===== src/rtl/adder_slice_seq.sv =====
// rtl/adder_slice_seq.sv - multi-cycle WIDTH-bit adder sequenced through an external ripple slice
//
// Feeds one SLICE_W-bit operand slice per cycle to an external adder slice. It captures each
// slice sum verbatim and chains the slice carry into the next slice. Operands are zero-padded
// to NSLICE*SLICE_W bits.
//
// Ports:
//   clk, rst                       rising-edge clock, synchronous active-high reset
//   in_valid/in_ready              operand request handshake
//   in_a, in_b, in_cin             operands and carry-in, sampled only on acceptance
//   sl_a, sl_b, sl_cin             operand slice and carry driven to the external slice
//   sl_sum, sl_cout                combinational result returned by the external slice
//   out_valid/out_ready            result handshake
//   out_sum, out_cout              result (mod 2^WIDTH) and carry out of bit WIDTH-1
module adder_slice_seq #(
   parameter int WIDTH   = 12,
   parameter int SLICE_W = 3
) (
   input  logic               clk,
   input  logic               rst,
   input  logic               in_valid,
   output logic               in_ready,
   input  logic [WIDTH-1:0]   in_a,
   input  logic [WIDTH-1:0]   in_b,
   input  logic               in_cin,
   output logic [SLICE_W-1:0] sl_a,
   output logic [SLICE_W-1:0] sl_b,
   output logic               sl_cin,
   input  logic [SLICE_W-1:0] sl_sum,
   input  logic               sl_cout,
   output logic               out_valid,
   input  logic               out_ready,
   output logic [WIDTH-1:0]   out_sum,
   output logic               out_cout
);

   localparam int NSLICE = (WIDTH + SLICE_W - 1) / SLICE_W;
   localparam int PW     = NSLICE * SLICE_W;
   localparam int IW     = (NSLICE > 1) ? $clog2(NSLICE) : 1;
   localparam logic [IW-1:0] LAST_IDX = IW'(NSLICE - 1);

   typedef enum logic [1:0] {
      IDLE = 2'd0,
      RUN  = 2'd1,
      DONE = 2'd2
   } state_t;

   state_t          state;
   state_t          state_nxt;
   logic [PW-1:0]   a_r;
   logic [PW-1:0]   b_r;
   logic [PW-1:0]   sum_r;
   logic            carry_r;
   logic [IW-1:0]   idx;
   logic            last_slice;
   logic            pad_cout;

   assign last_slice = (idx == LAST_IDX);

   // Bit WIDTH of the padded sum. With padding, the top slice already produced it as a sum bit;
   // without padding it is the final slice carry.
   generate
      if (PW > WIDTH) begin : g_pad
         assign pad_cout = sum_r[WIDTH];
      end else begin : g_nopad
         assign pad_cout = carry_r;
      end
   endgenerate

   always_ff @(posedge clk) begin
      if (rst) begin
         state <= IDLE;
      end else begin
         state <= state_nxt;
      end
   end

   always_ff @(posedge clk) begin
      if (rst) begin
         a_r     <= '0;
         b_r     <= '0;
         sum_r   <= '0;
         carry_r <= 1'b0;
         idx     <= '0;
      end else begin
         case (state)
            IDLE: begin
               // in_ready is 1 throughout IDLE, so in_valid alone marks acceptance.
               if (in_valid) begin
                  a_r     <= PW'(in_a);
                  b_r     <= PW'(in_b);
                  carry_r <= in_cin;
                  sum_r   <= '0;
                  idx     <= '0;
               end
            end
            RUN: begin
               sum_r[idx*SLICE_W +: SLICE_W] <= sl_sum;
               carry_r                       <= sl_cout;
               idx                           <= last_slice ? '0 : idx + 1'b1;
            end
            default: begin
            end
         endcase
      end
   end

   always_comb begin
      state_nxt = state;
      in_ready  = 1'b0;
      out_valid = 1'b0;
      out_sum   = '0;
      out_cout  = 1'b0;
      sl_a      = '0;
      sl_b      = '0;
      sl_cin    = 1'b0;
      case (state)
         IDLE: begin
            in_ready = 1'b1;
            if (in_valid) begin
               state_nxt = RUN;
            end
         end
         RUN: begin
            sl_a   = a_r[idx*SLICE_W +: SLICE_W];
            sl_b   = b_r[idx*SLICE_W +: SLICE_W];
            sl_cin = carry_r;
            if (last_slice) begin
               state_nxt = DONE;
            end
         end
         DONE: begin
            out_valid = 1'b1;
            out_sum   = sum_r[WIDTH-1:0];
            out_cout  = pad_cout;
            if (out_ready) begin
               state_nxt = IDLE;
            end
         end
         default: begin
            state_nxt = IDLE;
         end
      endcase
   end

endmodule


===== config.mk =====
export PLATFORM = sky130hd
export DESIGN_NAME = adder_slice_seq
export DESIGN_NICKNAME = d
export VERILOG_FILES = /design/src/rtl/adder_slice_seq.sv
export SDC_FILE = /design/constraint.sdc
export NUM_CORES = 1
export LEC_CHECK = 0
export BUFFER_PORTS_ARGS = -buffer_cell sky130_fd_sc_hd__buf_2
export CORE_MARGIN = 8
export CORE_UTILIZATION = 45
export CTS_CLUSTER_SIZE = 28
export DETAILED_ROUTE_END_ITERATION = 7
export GPL_TIMING_DRIVEN = 0
export PLACE_DENSITY_LB_ADDON = 0.1
export SLEW_MARGIN = 10
export SYNTH_ARGS = -nofsm -noshare
export SYNTH_HDL_FRONTEND = slang
export SYNTH_SLANG_ARGS = --single-unit

===== constraint.sdc =====
create_clock -name clk -period 2.2 [get_ports clk]
set_clock_uncertainty 0.1 [all_clocks]
set_input_delay 0.33 -clock clk [delete_from_list [all_inputs] [get_ports clk]]
set_output_delay 0.33 -clock clk [all_outputs]
set_load 0.1 [all_outputs]

## After elaboration in Yosys (flattened, before gate mapping)

Index checks and enable logic that the tools add are counted.

- Latch bits: 0
- Word-level logic and storage cells: 43
- RAM bits: 0
- Register bits: 41
- Memories kept: 0
- Bits in read-only memories: 0

- Reductions and logical operators: 5
- Shift operators: 4
- $mul: 1
- Equal/unequal tests: 6
- Add/sub/neg operators: 2
- Bitwise logic cells: 0
- Div/mod/pow operators: 0
- Magnitude comparators: 0
- Mux-type cells: 19

Operator list:

| cell | count |
|---|---|
| $neg A4 Y34 | 1 |
| $shift A3 B34 Y12 const A | 1 |
| $shiftx A3 B34 Y12 | 1 |
| $mux W12 | 2 |
| $pmux W12 S2 | 1 |
| $shiftx A12 B5 Y3 | 2 |
| $bwmux W12 | 1 |
| $mux W2 | 5 |
| $mux W3 | 2 |
| $ne A2 B2 Y1 const B | 3 |
| $pmux W2 S3 | 1 |
| $mux W1 | 5 |
| $eq A2 B2 Y1 const B | 2 |
| $mul A2 B2 Y4 const B | 1 |
| $pmux W2 S2 | 1 |
| $reduce_and A2 Y1 | 2 |
| $reduce_and A3 Y1 | 1 |
| $add A2 B1 Y2 const B | 1 |
| $eq A2 B1 Y1 const B | 1 |
| $logic_not A2 Y1 | 1 |
| $pmux W1 S2 | 1 |
| $reduce_bool A2 Y1 | 1 |

## Depth between registers and ports, before layout

Gate-level depths: netlist of run 1.

- Word-level depth: 5
- Mapped depth: 6
- Depth with buffers taken out: 5

## Worst setup path after synthesis of run 1

No wires, ideal clock.

- Kind: register to output
- Start: register state[1]
- End: output out_cout
- Stages on the path, launching flop included: 4
- Required time: 1770 ps
- Slack: -855 ps
- Arrival: 2625 ps
- Path buffers: 1
- Path through: dfxtp_1 buf_2 inv_1 nor3_1

- Word-level cells in the longest chain between the ends: 2

RTL lines:

| what | RTL line | text |
|---|---|---|
| from (decl) | 48 | `state_t state;` |
| from (signal assigned) | 74 | `state <= state_nxt;` |
| $eq A2 B2 Y1 | 117 | `case (state)` |
| $mux W1 | 117 |  |
| to (decl) | 34 | `output logic out_cout` |

No other way between the ends.

## Worst setup path after layout of run 1

- Start: register idx[0]
- End: output sl_b[2]

- Word-level cells in the longest chain between the ends: 3

RTL lines:

| what | RTL line | text |
|---|---|---|
| from (decl) | 54 | `logic [IW-1:0] idx;` |
| from (signal assigned) | 100 | `idx <= last_slice ? '0 : idx + 1'b1;` |
| $mul A2 B2 Y4 | 126 | `sl_b = b_r[idx*SLICE_W +: SLICE_W];` |
| $shiftx A12 B5 Y3 | 126 |  |
| $mux W3 | 117 |  |
| to (decl) | 27 | `output logic [SLICE_W-1:0] sl_b,` |

No other way between the ends.

==> results of run 1 <==
worst max-delay path, delay by kind of cell, from the launching register on:
| family | cells | cell delay, ns |
|---|---|---|
| buffers and inverters | 2 | 0.35 |
| flip-flops | 1 | 0.38 |
| AND/OR/NAND/NOR | 1 | 0.19 |
| multiplexers | 1 | 0.49 |
cells by family after synthesis:
| logic type | after synthesis |
|---|---|
| AOI/OAI and AO/OA | 48 |
| adders and majority gates | 6 |
| buffers and inverters | 20 |
| DFF | 41 |
| muxes | 10 |
| and+or+nand+nor | 94 |
registers in the layout (all words and copies together) (netlist names):
signal,flops
b_r,12
carry_r,1
state,2
sum_r,12
a_r,12
idx,2
per-stage QoR:
step           hold slack, ns  std cells  area, um^2  setup WS (ns)  setup TNS, ns
6_report                0.168        333        2520         0.0766              0
5_1_grt                 0.158        333        2520        0.00283              0
3_3_place_gp            0.340        324        2300       -0.00652        -0.0160
3_5_place_dp            0.340        324        2300        -0.0268         -0.135
2_1_floorplan           0.324        219        1970        -0.0252         -0.210
4_1_cts                 0.160        333        2480       0.000172              0
final cells by class:
| cell class | instances | area, um^2 |
|---|---|---|
| Fill cell | 388 | 1740 |
| Tap cell | 52 | 65.1 |
| Sequential cell | 41 | 823 |
| Buffer | 15 | 103 |
| Inverter | 5 | 18.8 |
| Clock inverter | 1 | 7.51 |
| Multi-Input combinational cell | 158 | 1060 |
| Timing Repair Buffer | 54 | 369 |
| Clock buffer | 7 | 76.3 |
cell usage after synthesis (all sizes together):
library cell and count:
a22o 6, o221a 1, a22oi 1, nor2 7, nand2 49, and2 18
o2bb2ai 6, mux2 4, o21a 1, and4bb 1, dfxtp 41, mux4 6
o21ai 1, buf 11, nor3b 2, nor3 1, inv 5, a21oi 32
ha 6, nand3 1, and3 1, and4b 1, nor2b 5, clkbuf 4
nand3b 2, nand2b 5, or3b 1
routing by layer:
metal  wire length [um]  track usage, %  part of all wire [%]
met5                  0               0                     0
met4                 46            4.56                   1.0
met3                313            4.70                   6.9
met2               2270            24.9                    50
met1               1930            15.8                    42
power breakdown:
part | switching (mW) | total, mW | internal [mW]
registers | 0.0215 | 0.799 | 0.778
logic | 0.159 | 0.272 | 0.114
clock network | 0.253 | 0.478 | 0.225
timing repair:
item | in CTS | in global routing
resized for setup | 31 | 12
buffers inserted | 1 | 0
setup endpoints to repair | 19 | 15
pin swaps | 0 | 0
final timing paths:
check / start / endpoint / slack [ns] / cells past startpoint
setup / recovery: idx[0] / sl_b[2] / 0.08 / 4
hold / removal: in_a[1] / a_r[1] / 0.17 / 3
setup reg to reg: idx[1] / sum_r[4] / 0.36 / 6
hold reg to reg: sum_r[2] / sum_r[2] / 0.36 / 1
==> metrics.txt, run 1 <==
Seq/Total Area, Yosys=between 40% and 50%; count of different cell masters after synthesis=30; Hold Path Class=in -> reg; Hold Vio Cnt, Final=0; CTS Buf Count=5; Placement Rows=24; VDD IR max=approximately 0.40 mV; Antenna Cells=0; RSZ-0062 raised after global routing=no; IO buf count=53; relative slew slack=slightly below 70%; most frequent cells in the layout=nand2_1, buf_2, dfxtp_1; Iter 0 DRT Violations=54; arrival time worst endpoint=1.69 ns; critical path peak fanout=9; CP Cell Sequence=buf_8 > mux4_2 > and2_1 > buf_6; Placer Congestion=~0.74; actual slew at the worst max-slew pin=0.488 ns; vias in the first global route=about 1.7k; Yosys top cell by area=dfxtp_1; most common cell after layout, fill and taps aside=nand2_1; Pleak=1.08 nW; post-synthesis mux area share=under 10%; DIE WIDTH=about 82 um; GR Util All Layers=about 14%; clk_lat worst skew=a little under 0.3 ns; endpoints failing setup=0; vias post-DR=~1.7k; largest family of logic cells by synthesized area=simple AND/OR/NAND/NOR gates; starting density of the core=between 40% and 50%; worst stage delay on the critical path=around 0.5 ns; DRC=0; fmax=between 400 and 500 MHz; total gr overflow=0; Power Density=around 610 nW/um^2; Post-Route Utilization=between 50% and 60%; Max Buffers Root-to-Sink=2; die area=6700 um^2; Post-Syn Area=a little under 2000 um^2; CP required=roughly 1.8 ns; htree depth=2; hold-fix buffers at CTS=0; syn_nets=258; layout cell share with drive strength beyond 1=36.3%; Synth Area in Compound Gates=between 10% and 20%; YS warnings=0; CTS root buf=clkbuf_8; Post-Route WL=4.56 mm; IO Pins=55; Tmin final=between 2 and 2.5 ns; wire per inst=between 10 and 15 um; Vias/cell=~5.1; CP endpoint kind=output port; post-synth top area share=between 40% and 50%; DIE HEIGHT=roughly 82 um; initial antenna violation count=0; area share of fa/ha/maj cells after synthesis=about 3.8%; CTS tree=built; Clock transition at path regs=about 0.08 ns; fin. max-slew vios=0; area growth from synthesis to layout=29.3%; DRT Pass-1 Iters=4; TritonCTS sink count=41; Max-Cap Viols=0; average cell area after synthesis=~8.9 um^2; most area-consuming cells after synthesis=dfxtp_1, nand2_1, a21oi_1, mux4_2, and2_1; first-pass GRT wire length=between 7 and 8 mm; period utilization=96.5%; simple-gate area share of the yosys netlist=between 20 and 25%; NumNets Final=about 320; dpl hpwl=about 3.4 mm; Mapped Cells=between 200 and 250; startpoint types=register; core area=4260 um^2; WS Path Type=reg -> out; XOR/XNOR Fraction of Synth Area=0%; outcome=finished clean; Antenna Violating Nets Remaining=0; slowest cell on the critical path=mux4_2; #FFs+latches synth=41; largest net degree at the start of global routing=13; Final Total Pwr=between 1.5 and 2 mW
Power figures use the tool's default switching activity.
==> run 2: changes to the inputs <==
--- a/config.mk
+++ b/config.mk
@@ -5,11 +5,11 @@
 export SDC_FILE = /design/constraint.sdc
 export NUM_CORES = 1
 export LEC_CHECK = 0
-export BUFFER_PORTS_ARGS = -buffer_cell sky130_fd_sc_hd__buf_2
 export CORE_MARGIN = 8
 export CORE_UTILIZATION = 45
 export CTS_CLUSTER_SIZE = 28
 export DETAILED_ROUTE_END_ITERATION = 7
+export DONT_BUFFER_PORTS = 1
 export GPL_TIMING_DRIVEN = 0
 export PLACE_DENSITY_LB_ADDON = 0.1
 export SLEW_MARGIN = 10
==> metrics.txt, run 2 (synthesis results as in run 1) <==
Placement Rows=24 (unchanged); IO buf count=0 (was 53); area growth from synthesis to layout=16.2% (was 29.3%); wire per inst=16.9 um (was 13.7 um); placed instance area=2040 um^2 (was 2300 um^2); Max-Cap Viols=0 (unchanged); CP endpoint kind=output port (unchanged); most common cell after layout, fill and taps aside=nand2_1 (unchanged); NumNets Final=268 (was 319); Post-Layout Cell Count=282 (was 333); Finished Cell Area=2270 um^2 (was 2520 um^2); WS Path Type=reg -> out (unchanged); CTS root buf=clkbuf_8 (unchanged); TritonCTS sink count=41 (unchanged); RSZ-0062 raised after global routing=no (unchanged); vias in the first global route=1,612 (was 1,682); Max Buffers Root-to-Sink=2 (unchanged); Tmin final=2.16 ns (was 2.12 ns); DRC=0 (unchanged); Power Density=736 nW/um^2 (was 614 nW/um^2); first-pass GRT wire length=7.61 mm (was 7.59 mm); Hold Vio Cnt, Final=0 (unchanged); arrival time worst endpoint=1.73 ns (was 1.69 ns); fin. max-slew vios=0 (unchanged); CTS Buf Count=5 (unchanged); period utilization=98.1% (was 96.5%); largest net degree at the start of global routing=13 (unchanged); endpoints failing setup=0 (unchanged); Pleak=0.882 nW (was 1.08 nW); GR Util All Layers=14.7% (was 14.2%); Antenna Violating Nets Remaining=0 (unchanged); starting density of the core=45.7% (unchanged); Clock transition at path regs=0.08 ns (about the same); CTS tree=built (unchanged); fillers=404 (was 388); htree depth=2 (unchanged); Multi-input gate area=1100 um^2 (was 1060 um^2); critical path peak fanout=7 (was 9); DIE WIDTH=81.8 um (unchanged); Place WS=-0.300 ns (was -0.0268 ns); initial antenna violation count=0 (unchanged); setup slack, reg-to-reg=0.32 ns (was 0.36 ns); outcome=finished clean (unchanged); DRT Pass-1 Iters=4 (unchanged); dpl hpwl=3.57 mm (was 3.43 mm); die area=6700 um^2 (unchanged); Placer Congestion=0.802 (was 0.743); Vias/cell=5.41 (was 5.09); placed instance count=271 (was 324); startpoint types=register (unchanged); fmax=463 MHz (was 471 MHz); CP required=1.77 ns (about the same); clk_lat worst skew=0.29 ns (about the same); VDD IR max=0.424 mV (was 0.403 mV); Antenna Cells=0 (unchanged); core area=4260 um^2 (unchanged); Iter 0 DRT Violations=73 (was 54); setup ws final=0.0423 ns (was 0.0766 ns); layout cell share with drive strength beyond 1=27.4% (was 36.3%); hold-fix buffers at CTS=0 (unchanged); Post-Route WL=4.78 mm (was 4.56 mm); IO Pins=55 (unchanged); relative slew slack=27.8% (was 67.7%); DIE HEIGHT=81.8 um (unchanged); Hold Path Class=in -> reg (unchanged); Final Total Pwr=1.67 mW (was 1.55 mW); most frequent cells in the layout=nand2_1, dfxtp_1, a21oi_1 (was nand2_1, buf_2, dfxtp_1); actual slew at the worst max-slew pin=1.08 ns (was 0.488 ns); total gr overflow=0 (unchanged); Largest regs=a_r (12), b_r (12), sum_r (12) (unchanged); vias post-DR=1,526 (was 1,696); FF+latch area=823 um^2 (unchanged)
[run 2: final cells by class]
type | instances | share of cell area (%)
multi-input combinational | 158 | 48.6
buffer | 15 | 5.08
tap | 52 | 2.87
timing repair buffer | 3 | 0.993
sequential | 41 | 36.3
inverter | 5 | 0.993
clock buffer | 7 | 3.81
clock inverter | 1 | 1.32
[run 2: final timing paths]
path         startpoint  endpoint  cells past startpoint
min reg2reg     a_r[11]   a_r[11]                      2
min             in_b[5]    b_r[5]                      2
max            state[1]  in_ready                      3
max reg2reg      idx[1]  sum_r[5]                      6
[run 2: stage by stage]
| step | setup TNS [ns] | hold slack [ns] | util, % |
|---|---|---|---|
| global placement | -4.13 | 0.337 | 47.7 |
| finish | 0 | 0.0673 | 53.2 |
| detailed placement | -4.23 | 0.339 | 47.9 |
| floorplan | -0.210 | 0.324 | - |
| CTS | 0 | 0.0576 | 53.0 |
| global route | 0 | 0.0578 | 53.2 |
[run 2: timing repair]
action	CTS	global route
cloned	0	0
endpoints found under the hold margin	0	0
resized for setup	37	3
buffers inserted	3	0
endpoints found under the setup margin	21	8
pin swaps	10	1
[run 2: critical path, stage by stage (launching register included)]
cell and delay, ns:
dfxtp_1 0.33, buf_6 0.13, buf_4 0.16, nor2_2 0.81
[run 2: per-layer routing]
metal | part of all wire (%) | track usage, % | vias to the layer above
li1 | - | - | 759
met1 | 40 | 15.4 | 718
met2 | 51 | 26.8 | 44
met3 | 7.6 | 5.14 | 5
met4 | 1.0 | 4.74 | 0
met5 | 0 | 0 | -
[run 2: power by group]
part / switching, mW / internal [mW] / leakage [nW]
Sequential: 0.0220 / 0.778 / 0.336
Combinational: 0.154 / 0.0882 / 0.488
Clock: 0.256 / 0.370 / 0.0585
Total: 0.433 / 1.24 / 0.882
==> run 3: changes to the inputs <==
--- a/config.mk
+++ b/config.mk
@@ -12,6 +12,7 @@
 export DONT_BUFFER_PORTS = 1
 export GPL_TIMING_DRIVEN = 0
 export PLACE_DENSITY_LB_ADDON = 0.1
+export SETUP_SLACK_MARGIN = 0.3
 export SLEW_MARGIN = 10
 export SYNTH_ARGS = -nofsm -noshare
 export SYNTH_HDL_FRONTEND = slang
==> metrics.txt, run 3 (synthesis results as in run 1) <==
Place WS=0.0834 ns (was -0.300 ns); layout cell share with drive strength beyond 1=31.8% (was 27.4%); Iter 0 DRT Violations=47 (was 73); largest net degree at the start of global routing=13 (unchanged); CP required=1.77 ns (about the same); critical path peak fanout=10 (was 7); DRC=0 (unchanged); vias post-DR=1,588 (was 1,526); Hold Path Class=in -> reg (unchanged); RSZ-0062 raised after global routing=yes (was no); Largest regs=a_r (12), b_r (12), sum_r (12) (unchanged); IO Pins=55 (unchanged); Multi-input gate area=1120 um^2 (was 1100 um^2); Placement Rows=24 (unchanged); fillers=389 (was 404); setup slack, reg-to-reg=0.24 ns (was 0.32 ns); area growth from synthesis to layout=25.6% (was 16.2%); initial antenna violation count=0 (unchanged); Final Total Pwr=1.70 mW (was 1.67 mW); setup ws final=0.121 ns (was 0.0423 ns); CTS Buf Count=5 (unchanged); die area=6700 um^2 (unchanged); Placer Congestion=0.815 (was 0.802); fmax=481 MHz (was 463 MHz); most common cell after layout, fill and taps aside=nand2_1 (unchanged); DIE WIDTH=81.8 um (unchanged); placed instance area=2080 um^2 (was 2040 um^2); Hold Vio Cnt, Final=0 (unchanged); Max-Cap Viols=0 (unchanged); arrival time worst endpoint=1.65 ns (was 1.73 ns); fin. max-slew vios=0 (unchanged); Worst path top cell family by delay=simple AND/OR/NAND/NOR gates (unchanged); WS Path Type=reg -> out (unchanged); CTS tree=built (unchanged); actual slew at the worst max-slew pin=1.01 ns (was 1.08 ns); VDD IR max=0.347 mV (was 0.424 mV); CP Cell Sequence=buf_8 > nor3_4 (was buf_6 > buf_4 > nor2_2); outcome=finished clean (unchanged); Antenna Violating Nets Remaining=0 (unchanged); relative slew slack=32.5% (was 27.8%); hold-fix buffers at CTS=0 (unchanged); vias in the first global route=1,710 (was 1,612); Worst Path Buf+Inv=1 (was 2); Tmin final=2.08 ns (was 2.16 ns); routed wl met3=441 um (was 365 um); Antenna Cells=0 (unchanged); startpoint types=register (unchanged); core area=4260 um^2 (unchanged); endpoints failing setup=0 (unchanged); FF+latch area=830 um^2 (was 823 um^2); CP endpoint kind=output port (unchanged); total gr overflow=0 (unchanged); met2 WL=2.51 mm (was 2.46 mm); NumNets Final=280 (was 268); Post-Route WL=4.95 mm (was 4.78 mm); Power Density=692 nW/um^2 (was 736 nW/um^2); dpl hpwl=3.53 mm (was 3.57 mm); first-pass GRT wire length=8.06 mm (was 7.61 mm); htree depth=2 (unchanged); starting density of the core=45.7% (unchanged); worst stage delay on the critical path=0.83 ns (was 0.81 ns); DRT Pass-1 Iters=4 (unchanged); GR Util All Layers=15.4% (was 14.7%); slowest cell on the critical path=nor3_4 (was nor2_2); CTS root buf=clkbuf_8 (unchanged); IO buf count=0 (unchanged); Top Metal Used=met4 (unchanged); Pleak=0.968 nW (was 0.882 nW); Vias/cell=5.40 (was 5.41); wire per inst=16.8 um (was 16.9 um); wire length on met1=1.92 mm (was 1.90 mm); DIE HEIGHT=81.8 um (unchanged); Max Buffers Root-to-Sink=2 (unchanged); most frequent cells in the layout=nand2_1, dfxtp_1, a21oi_1 (unchanged); clk_lat worst skew=0.29 ns (about the same); Finished Cell Area=2450 um^2 (was 2270 um^2); Clock transition at path regs=0.08 ns (about the same); TritonCTS sink count=41 (unchanged); period utilization=94.5% (was 98.1%)
[run 3: cell types whose count changed in the layout (fill, tap and decap cells not counted), sizes merged]
cell,delta
buf,+12
[run 3: what timing repair did]
item	4_1_cts	5_1_grt
gates resized for setup	28	2
cloned	2	0
endpoints found under the setup margin	33	20
pin swaps	7	3
setup buffers	8	5
[run 3: final timing paths]
path | depth (start not counted) | start | end
worst min-delay path | 2 | in_a[6] | a_r[6]
worst max-delay path | 2 | state[0] | out_cout
worst min register to register | 2 | b_r[4] | b_r[4]
worst max register to register | 8 | idx[0] | sum_r[4]
[run 3: layer usage]
layer  vias up  GRT usage (%)
met5         -              0
met4         0           5.61
met3         8           6.35
met2        48           27.9
met1       742           15.4
li1        790              -
[run 3: power by group]
| group | switching [mW] | internal (mW) | total, mW |
|---|---|---|---|
| sequential | 0.0234 | 0.777 | 0.800 |
| clock | 0.251 | 0.370 | 0.621 |
| combinational | 0.162 | 0.113 | 0.275 |
| total | 0.436 | 1.26 | 1.70 |
[run 3: through the flow]
stage | hold slack (ns) | instances | utilization (%) | TNS [ns]
floorplan | 0.324 | 219 | - | -0.00536
global placement | 0.337 | 271 | 48.7 | -0.124
detailed placement | 0.340 | 271 | 48.9 | 0
CTS | 0.0596 | 289 | 56.1 | 0
global route | 0.0599 | 294 | 57.5 | 0
finish | 0.0684 | 294 | 57.5 | 0
[run 3: layout make-up]
type                       instances  share of cell area (%)
inverter                           5                   0.919
multi-input combinational        158                    45.7
buffer                            15                    5.26
sequential                        41                    33.9
tap                               52                    2.66
timing repair buffer              15                    6.89
clock inverter                     1                    1.23
clock buffer                       7                    3.52
